===== src/rtl/regctl_pkg.sv =====
// Shared constants, FSM state type and opcode classification helpers for the
// register-file port controller.
package regctl_pkg;

    localparam logic [3:0]  OP_LD       = 4'b1101;
    localparam logic [3:0]  OP_LDI      = 4'b1111;
    localparam logic [3:0]  OP_RD_MIN   = 4'd1;
    localparam logic [3:0]  OP_RD_A_MAX = 4'd7;
    localparam logic [3:0]  OP_RD_B_MAX = 4'd3;
    localparam logic [15:0] NOP         = 16'h0000;

    typedef enum logic [1:0] {
        ST_RUN   = 2'd0,
        ST_DRAIN = 2'd1,
        ST_HALT  = 2'd2
    } regctl_state_e;

    function automatic logic is_writer(input logic [3:0] op);
        return (op == OP_LD) || (op == OP_LDI);
    endfunction

    function automatic logic reads_ra(input logic [3:0] op);
        return (op >= OP_RD_MIN) && (op <= OP_RD_A_MAX);
    endfunction

    function automatic logic reads_rb(input logic [3:0] op);
        return (op >= OP_RD_MIN) && (op <= OP_RD_B_MAX);
    endfunction

endpackage


===== src/rtl/regctl_scoreboard.sv =====
// Shift chain of in-flight register writes; the last slot is the retiring write
// and the union of valid destinations forms the pending-register mask.
module regctl_scoreboard
    import regctl_pkg::*;
#(
    parameter int WB_DEPTH = 3
) (
    input  logic        i_clk,
    input  logic        i_reset,
    input  logic        i_push_valid,
    input  logic [15:0] i_push_opcode,
    output logic        o_retire_valid,
    output logic [15:0] o_retire_opcode,
    output logic [3:0]  o_pending_mask,
    output logic        o_busy
);

    logic        r_valid  [WB_DEPTH];
    logic [15:0] r_opcode [WB_DEPTH];
    logic [3:0]  w_slot_mask [WB_DEPTH];

    always_ff @(posedge i_clk or posedge i_reset) begin
        if (i_reset) begin
            for (int i = 0; i < WB_DEPTH; i++) begin
                r_valid[i]  <= 1'b0;
                r_opcode[i] <= NOP;
            end
        end else begin
            r_valid[0]  <= i_push_valid;
            r_opcode[0] <= i_push_opcode;
            for (int i = 1; i < WB_DEPTH; i++) begin
                r_valid[i]  <= r_valid[i-1];
                r_opcode[i] <= r_opcode[i-1];
            end
        end
    end

    genvar gi;
    generate
        for (gi = 0; gi < WB_DEPTH; gi++) begin : g_slot_mask
            assign w_slot_mask[gi] = r_valid[gi] ? (4'b0001 << r_opcode[gi][11:10]) : 4'b0000;
        end
    endgenerate

    always_comb begin
        o_pending_mask = 4'b0000;
        o_busy         = 1'b0;
        for (int i = 0; i < WB_DEPTH; i++) begin
            o_pending_mask = o_pending_mask | w_slot_mask[i];
            o_busy         = o_busy | r_valid[i];
        end
    end

    assign o_retire_valid  = r_valid[WB_DEPTH-1];
    assign o_retire_opcode = r_opcode[WB_DEPTH-1];

endmodule


===== src/rtl/regfile_port_ctrl.sv =====
// Arbitrates the register file's single opcode/write-enable port between operand
// reads and delayed load write-back. Optional stall counter under REGCTL_PERF_EN.
module regfile_port_ctrl
    import regctl_pkg::*;
#(
    parameter int WB_DEPTH = 3
) (
    input  logic        i_clk,
    input  logic        i_reset,
    input  logic        i_instr_valid,
    input  logic [15:0] i_instr,
    output logic        o_instr_ready,
    input  logic        i_drain_req,
    output logic [15:0] o_rf_opcode,
    output logic        o_rf_we,
    output logic        o_rf_data_sel,
    output logic        o_busy,
    output logic        o_halted
`ifdef REGCTL_PERF_EN
    ,
    output logic [15:0] o_stall_cnt
`endif
);

    logic          w_retire_valid;
    logic [15:0]   w_retire_opcode;
    logic [3:0]    w_pending_mask;
    logic          w_busy;
    logic          w_hazard;
    logic          w_accept;
    logic          w_push;
    logic [3:0]    w_op;

    regctl_state_e r_state;
    logic [15:0]   r_rf_opcode;
    logic          r_rf_we;
    logic          r_rf_data_sel;

    assign w_op = i_instr[15:12];

    regctl_scoreboard #(.WB_DEPTH(WB_DEPTH)) u_scoreboard (
        .i_clk           (i_clk),
        .i_reset         (i_reset),
        .i_push_valid    (w_push),
        .i_push_opcode   (i_instr),
        .o_retire_valid  (w_retire_valid),
        .o_retire_opcode (w_retire_opcode),
        .o_pending_mask  (w_pending_mask),
        .o_busy          (w_busy)
    );

    // WAW is deliberately not a hazard: the shift chain keeps writes in order.
    assign w_hazard = (reads_ra(w_op) && w_pending_mask[i_instr[11:10]]) ||
                      (reads_rb(w_op) && w_pending_mask[i_instr[9:8]]);

    assign o_instr_ready = (r_state == ST_RUN) && !w_retire_valid && !w_hazard;
    assign w_accept      = i_instr_valid && o_instr_ready;
    assign w_push        = w_accept && is_writer(w_op);

    always_ff @(posedge i_clk or posedge i_reset) begin
        if (i_reset) begin
            r_state       <= ST_RUN;
            r_rf_opcode   <= NOP;
            r_rf_we       <= 1'b0;
            r_rf_data_sel <= 1'b0;
        end else begin
            if (w_retire_valid) begin
                r_rf_opcode   <= w_retire_opcode;
                r_rf_we       <= 1'b1;
                r_rf_data_sel <= (w_retire_opcode[15:12] == OP_LD);
            end else if (w_accept) begin
                r_rf_opcode   <= i_instr;
                r_rf_we       <= 1'b0;
                r_rf_data_sel <= 1'b0;
            end else begin
                r_rf_opcode   <= NOP;
                r_rf_we       <= 1'b0;
                r_rf_data_sel <= 1'b0;
            end

            case (r_state)
                ST_RUN:   if (i_drain_req) r_state <= ST_DRAIN;
                ST_DRAIN: if (!w_busy)     r_state <= ST_HALT;
                ST_HALT:  if (!i_drain_req) r_state <= ST_RUN;
                default:  r_state <= ST_RUN;
            endcase
        end
    end

    assign o_rf_opcode   = r_rf_opcode;
    assign o_rf_we       = r_rf_we;
    assign o_rf_data_sel = r_rf_data_sel;
    assign o_busy        = w_busy;
    assign o_halted      = (r_state == ST_HALT);

`ifdef REGCTL_PERF_EN
    logic [15:0] r_stall_cnt;

    always_ff @(posedge i_clk or posedge i_reset) begin
        if (i_reset) begin
            r_stall_cnt <= 16'h0000;
        end else if ((r_state == ST_RUN) && i_instr_valid && !o_instr_ready &&
                     (r_stall_cnt != 16'hFFFF)) begin
            r_stall_cnt <= r_stall_cnt + 16'h0001;
        end
    end

    assign o_stall_cnt = r_stall_cnt;
`endif

endmodule


===== config.mk =====
export PLATFORM = sky130hd
export DESIGN_NAME = regfile_port_ctrl
export DESIGN_NICKNAME = d
export VERILOG_FILES = /design/src/rtl/regctl_pkg.sv /design/src/rtl/regctl_scoreboard.sv /design/src/rtl/regfile_port_ctrl.sv
export SDC_FILE = /design/constraint.sdc
export NUM_CORES = 1
export LEC_CHECK = 0
export ABC_AREA = 1
export BUFFER_PORTS_ARGS = -buffer_cell sky130_fd_sc_hd__buf_2
export CAP_MARGIN = 20
export CORE_MARGIN = 3
export CORE_UTILIZATION = 45
export DETAILED_ROUTE_END_ITERATION = 8
export HOLD_SLACK_MARGIN = 0.1
export PLACE_DENSITY = 0.74
export SLEW_MARGIN = 0
export SYNTH_ARGS = -nofsm -noshare
export SYNTH_HDL_FRONTEND = slang
export SYNTH_HIERARCHICAL = 1
export SYNTH_SLANG_ARGS = --single-unit

===== constraint.sdc =====
create_clock -name i_clk -period 2.43 [get_ports i_clk]
set_clock_uncertainty 0.1 [all_clocks]
set_input_delay 0.1215 -clock i_clk [delete_from_list [all_inputs] [get_ports i_clk]]
set_output_delay 0.1215 -clock i_clk [all_outputs]
set_load 0.02 [all_outputs]

==> run summary, run 1 <==
First-pass GRT wire length: 7530 um
Cell Area, Synth: 0.00250 mm^2
Total power: 2590 uW
Peak supply drop: 0.000675 V
Total negative slack: 0 ns
Final setup violation count: 0
Maximum clock rate: 496 MHz
Hpwl dp: 2980 um
Yosys warns: 6
Setup Buffers After CTS: 0
Drc violations: 0
Crit path max fanout: 15
Minimum clock period: 2.02 ns
Slew @ Worst Pin: 0.731 ns
Seq pwr share: 51.3%
Reg2Reg Depth: 9
Site Rows: 26
Root buf cell: clkbuf_8
HP Class: reg -> reg
Die H: 80.6 um
Combinational power share: 16.8%
Cell count after synthesis: 214
Wire per inst: 13.5 um
Resized cells post-CTS: 0
Die ar.: 0.00649 mm^2
Synth area leaders: dfrtp_1 (71%), nand2_1 (7.4%), buf_4 (5.1%)
Cell Int Power: 1850 uW
Post-synth top area share: 71.0%
Vias/cell: 4.70
Max-slew violations: 0
RSZ-0062 raised after global routing: no
Max Root-Sink Buffers: 2
Worst-Skew Late Latency: 0.35 ns
Starting density of the core: 47.8%
Post-synthesis register bit count: 71
Number of global-route vias before repair: 1587
Synth unique cells: 21
Diodes inserted: 0
Initial antenna violation count: 0
Max-slew headroom: 51.2%
Status: finished, final reports clean
Clock-pin transition on the worst setup and hold timing paths: 0.06 ns
WS Path Type: reg -> out
# H-tree levels: 3
Maxcap violations: 0
Sequential area share after synthesis: 71.0%
Worst Path Required: 2.21 ns
Drt initial violations: 107
Die width: 80.6 um
Clock sinks: 71
Total track usage: 16.6%
Worst hold slack: 0.246 ns
Antenna Nets Post-Route: 0
Hold path depth: 0
Clock power share: 31.9%
Largest net degree at the start of global routing: 28
Layout area overhead: 19.9%
Syn Area/Cell: 11.7 um^2
Num ports: 41
Fin area: 0.00300 mm^2
Gr ovfl total: 0
Final wirelength: 4580 um
Hold violation count in the final report: 0
Sw frac: 28.6%
Syn Nets: 234
# hold bufs at CTS: 19
Synth area leader: dfrtp_1
Share of cells above drive strength 1: 23.4%
CP Data Arrival Time: 1.79 ns
Crit path launch type: flip-flop
Port Buffer Count: 40
Pre-antenna DRT Iters: 6
CORE AREA: 0.00524 mm^2
Fin nets: 284
Switch Pwr: 743 uW
Final period util: 83.0%
Lkg Pwr: 0.00156 uW
CTS buffer count: 9
Placed cell area: 0.00263 mm^2
RD Place Congestion: 0.788
Clock tree from TritonCTS: yes
Layout Utilization: 57.3%
Via Count: 1592
P per Cell Area: 865 mW/mm^2
CP endpoint kind: output port
-- cells in the mapped netlist, drive strengths merged --
cell / instances
a21oi: 2
buf: 21
clkbuf: 1
dfrtp: 71
inv: 17
nand2: 52
nand3: 19
nand3b: 1
nand4: 16
nor2: 10
nor3: 1
o21ai: 2
or2: 1
-- layer usage --
metal / global-route usage [%] / vias to the layer above / share of wire [%] / routed length (um)
met5: 0 / - / 0 / 0
met4: 7.94 / 0 / 2.3 / 105
met3: 7.85 / 12 / 5.8 / 266
met2: 26.4 / 46 / 50 / 2310
met1: 18.6 / 763 / 41 / 1900
li1: - / 771 / - / -
-- critical path, cell delays in order (launching register included) --
cell and delay [ns]:
dfrtp_1 0.54, nand3b_1 0.17, nand3_1 0.10, nand2_1 0.08, nand3_1 0.08, nand3_2 0.08
nand2_2 0.07, a21oi_1 0.14, buf_2 0.19
-- logic make-up after synthesis --
family / count (synthesis) / synth area share, %
flip-flops: 71 / 71.0
AND/OR/NAND/NOR: 100 / 18.7
buffers and inverters: 39 / 9.55
AO/OA/AOI/OAI: 4 / 0.800
-- registers in the layout (all words and copies together), names as in the netlist --
name / count
u_scoreboard/o_retire_valid: 1
u_scoreboard/r_valid: 2
u_scoreboard/r_opcode: 32
o_rf_opcode: 16
o_rf_we: 1
o_rf_data_sel: 1
u_scoreboard/o_retire_opcode: 16
r_state: 2
-- worst paths after layout --
| kind | slack, ns | start | to |
|---|---|---|---|
| max | 0.41 | u_scoreboard/o_retire_valid | o_instr_ready |
| min | 0.25 | u_scoreboard/r_opcode[25] | u_scoreboard/o_retire_opcode[9] |
| max reg2reg | 0.72 | u_scoreboard/o_retire_valid | o_rf_opcode[6] |
| min reg2reg | 0.25 | u_scoreboard/r_opcode[25] | u_scoreboard/o_retire_opcode[9] |
| max in group asynchronous | 1.25 | i_reset | u_scoreboard/r_opcode[45] |
| min in group asynchronous | 0.28 | i_reset | u_scoreboard/o_retire_opcode[7] |
-- layout by cell type, fill, tap and decap left out --
master,synthesis,layout
clkinvlp_4,0,1
nor2_2,1,1
nand2_1,49,49
nand3_2,1,1
dfrtp_1,71,71
buf_2,2,40
buf_4,17,2
nor2_1,9,9
inv_4,1,1
a21oi_1,2,2
nand2_2,2,2
nand3_1,18,18
nand3b_1,1,1
nand2_4,1,1
inv_1,16,15
o21ai_0,2,2
clkbuf_8,0,11
nor3_1,1,1
dlygate4sd3_1,0,19
or2_1,1,1
clkinv_2,0,2
inv_2,0,1
clkbuf_1,1,2
nand4_1,16,16
-- area by class of cell --
| class | count | area (um^2) |
|---|---|---|
| Multi-Input combinational cell | 104 | 487 |
| Sequential cell | 71 | 1780 |
| Inverter | 17 | 66.3 |
| Clock inverter | 3 | 17.5 |
| Clock buffer | 13 | 159 |
| Fill cell | 439 | 2240 |
| Tap cell | 70 | 87.6 |
| Timing Repair Buffer | 61 | 405 |
-- stage by stage --
| step | instances | setup WS, ns |
|---|---|---|
| 2_1_floorplan | 214 | 0.979 |
| 3_3_place_gp | 304 | 0.794 |
| 3_5_place_dp | 304 | 0.736 |
| 4_1_cts | 339 | 0.385 |
| 5_1_grt | 339 | 0.209 |
| 6_report | 339 | 0.414 |
-- power by group through the flow --
stage | Clock [uW] | Combinational, uW | Sequential (uW)
floorplan | 0 | 276 | 1410
finish | 827 | 437 | 1330
global placement | 0 | 407 | 1350
global route | 919 | 485 | 1340
CTS | 852 | 441 | 1330
detailed placement | 0 | 418 | 1350
(Power assumes the default switching activity.)
==> inputs of run 2 (changes only) <==
--- a/config.mk
+++ b/config.mk
@@ -5,7 +5,7 @@
 export SDC_FILE = /design/constraint.sdc
 export NUM_CORES = 1
 export LEC_CHECK = 0
-export ABC_AREA = 1
+export ABC_AREA = 0
 export BUFFER_PORTS_ARGS = -buffer_cell sky130_fd_sc_hd__buf_2
 export CAP_MARGIN = 20
 export CORE_MARGIN = 3
==> constraint.sdc (replaced) <==
create_clock -name i_clk -period 2.1 [get_ports i_clk]
set_clock_uncertainty 0.1 [all_clocks]
set_input_delay 0.105 -clock i_clk [delete_from_list [all_inputs] [get_ports i_clk]]
set_output_delay 0.105 -clock i_clk [all_outputs]
set_load 0.02 [all_outputs]
==> run 2 against run 1 <==
Compared with the run above:
- count of clock-buffer cells in the layout is the same
- wire length grew 2.0%
- highest routed layer unchanged
- hold slack lost 0.018 ns
- the run now ends with negative setup slack left
- combinational power grew 43%
==> run summary, run 2 <==
Status: finished, violations left
Violated checks: negative setup slack
Placed cell area: 0.00279 mm^2 (+5.8%)
Max-slew headroom: 44.1% (-7.1 points)
Yosys warns: 6 (unchanged)
Antenna Nets Post-Route: 0 (unchanged)
Post-synthesis register bit count: 71 (unchanged)
Cell Int Power: 2360 uW (+27%)
Fin cells: 325 (-4.1%)
HP Class: in -> reg
Final setup violation count: 14 (+14)
CTS buffer count: 9 (unchanged)
Synth area leader: dfrtp_1
Root buf cell: clkbuf_8
Maximum clock rate: 380 MHz
Die width: 80.8 um (+0.30%)
Diodes inserted: 0 (unchanged)
Worst-Skew Late Latency: 0.33 ns (-0.02 ns)
Via Count: 1559 (-2.1%)
Commonest non-fill, non-tap cell in the layout: dfrtp_1
Switch Pwr: 903 uW (+22%)
Crit path max fanout: 2 (-13)
Cell count after synthesis: 187 (-13%)
Clock sinks: 71 (unchanged)
P per Cell Area: 1030 mW/mm^2 (+19%)
RSZ-0062 raised after global routing: yes
Post-synth top cells: dfrtp_1 (71), nand2_1 (28), buf_4 (17), inv_1 (15), o221ai_1 (12)
Gr ovfl total: 0 (unchanged)
Crit path launch type: flip-flop
Drt initial violations: 73 (-32%)
Initial antenna violation count: 0 (unchanged)
Fin nets: 270 (-4.9%)
Clock-pin transition on the worst setup and hold timing paths: 0.07 ns (about the same)
Final WS setup: -0.532 ns (-0.946 ns)
Drc violations: 0 (unchanged)
Lkg Pwr: 0.00153 uW (-1.7%)
Layout area overhead: 25.4%
Hold violation count in the final report: 0 (unchanged)
Post-synth top area share: 70.5% (-0.46 points)
Hold path depth: 5 (+5)
Most frequent cells in the layout: dfrtp_1 (71), buf_2 (39), nand2_1 (28)
Final wirelength: 4680 um (+2.0%)
Fin area: 0.00316 mm^2 (+5.3%)
Max-slew violations: 0 (unchanged)
Number of global-route vias before repair: 1534 (-3.3%)
Syn Nets: 207 (-12%)
Worst Path Required: 1.89 ns (-0.32 ns)
Sw frac: 27.7% (-0.97 points)
CP endpoint kind: output port
Cell Area, Synth: 0.00252 mm^2 (+0.65%)
Starting density of the core: 47.8% (about the same)
Primary FF master, synth: dfrtp_1
Largest net degree at the start of global routing: 39 (+39%)
Worst Min Path Start: i_instr_valid
Num ports: 41 (unchanged)
R2R Path Start: u_scoreboard/r_valid[2]
Die H: 80.8 um (+0.30%)
Syn Area/Cell: 13.5 um^2 (+15%)
Top-count cell post-synth: dfrtp_1
Seq pwr share: 48.8% (-2.5 points)
Placed Cells incl. Taps: 291 (-4.3%)
Max Root-Sink Buffers: 2 (unchanged)
Setup Buffers After CTS: 0 (unchanged)
Synth area leaders: dfrtp_1 (71%), buf_4 (5.1%), nand2_1 (4.2%)
Clock power share: 32.0% (about the same)
Share of cells above drive strength 1: 29.8% (+6.4 points)
Worst r2r dst: o_rf_opcode[0]
WS Path Type: reg -> out
CP Data Arrival Time: 2.43 ns (+0.64 ns)
Peak supply drop: 0.000413 V (-39%)
Slew @ Worst Pin: 0.838 ns (+0.107 ns)
Site Rows: 26 (unchanged)
Post-synth EDFFs: 0 (unchanged)
Synth unique cells: 28 (+33%)
Maxcap violations: 0 (unchanged)
Largest register FFs: 32 (unchanged)
First-pass GRT wire length: 7400 um (-1.7%)
Vias/cell: 4.80 (+2.1%)
R2R setup slack: -0.04 ns (-0.76 ns)
Final period util: 125%
Total track usage: 15.9% (-0.64 points)
Reg2Reg Depth: 6 (-3)
Clock tree from TritonCTS: yes
Pre-antenna DRT Iters: 4 (-2)
Share of flip-flops with an asynchronous set or reset: 100% (unchanged)
RD Place Congestion: 0.849 (+7.8%)
Hold EP: o_rf_opcode[13]
Port Buffer Count: 40 (unchanged)
Hpwl dp: 3210 um (+7.5%)
Reg with most FFs: u_scoreboard/r_opcode
Wire per inst: 14.4 um (+6.4%)
Minimum clock period: 2.63 ns
# H-tree levels: 3 (unchanged)
Combinational power share: 19.2% (+2.4 points)
CORE AREA: 0.00527 mm^2 (+0.62%)
Sequential area share after synthesis: 70.5% (-0.46 points)
Die ar.: 0.00653 mm^2 (+0.61%)
[run 2: worst max-delay path by stage]
stage,end,startpoint
floorplan,o_instr_ready,u_scoreboard/r_valid[2]
finish,o_instr_ready,u_scoreboard/r_valid[2]
global placement,o_instr_ready,u_scoreboard/r_valid[2]
detailed placement,o_instr_ready,u_scoreboard/r_valid[2]
CTS,o_instr_ready,u_scoreboard/r_valid[2]
global route,o_instr_ready,u_scoreboard/r_valid[2]
[run 2: area by class of cell]
cell class                 count  area, um^2
clock buffer                  13         149
inverter                      15        56.3
tap                           70        87.6
sequential                    71        1780
fill                         421        2110
multi-input combinational     79         544
clock inverter                 3        42.5
timing repair buffer          74         503
[run 2: stage by stage]
| stage | worst slack, ns | power (uW) | hold WS (ns) | utilization (%) | TNS, ns |
|---|---|---|---|---|---|
| final | -0.532 | 3260 | 0.229 | 59.9 | -0.898 |
| after global routing | -0.645 | 3410 | 0.256 | 59.9 | -2.15 |
| after CTS | -0.543 | 3300 | 0.217 | 59.9 | -0.860 |
| after detailed placement | -0.182 | 2220 | 0.142 | 52.8 | -0.338 |
| after global placement | -0.132 | 2190 | 0.141 | 52.8 | -0.132 |
| after floorplan | -0.134 | 1990 | -0.0312 | - | -0.134 |
[run 2: worst max-delay path: stages (launching register included)]
cell	delay, ns
dfrtp_1	0.37
nor3b_1	0.14
or3_1	0.38
mux4_2	0.48
a21o_1	0.21
a2111oi_4	0.31
buf_4	0.20
[run 2: cells by family after synthesis]
| family | synth area share, % |
|---|---|
| buf+inv | 8.20 |
| simple gates | 10.7 |
| compound gates | 8.40 |
| flops | 70.5 |
| mux | 2.19 |
[run 2: layer usage]
layer	vias to the layer above	track usage, %	part of all wire, %
met5	-	0	0
met1	764	19.9	44
met2	41	25.5	49
met4	0	8.61	2.1
met3	9	4.10	4.5
li1	745	-	-
[run 2: timing repair]
action,in CTS,in global routing
hold endpoints to repair,91,0
hold buffers,18,0
gates resized for setup,2,0
endpoints found under the setup margin,14,15
[run 2: power groups by stage]
stage	registers (uW)	clock network [uW]	logic [uW]
2_1_floorplan	1720	0	276
3_3_place_gp	1610	0	583
3_5_place_dp	1620	0	599
4_1_cts	1590	1070	633
5_1_grt	1610	1120	682
6_report	1590	1040	625
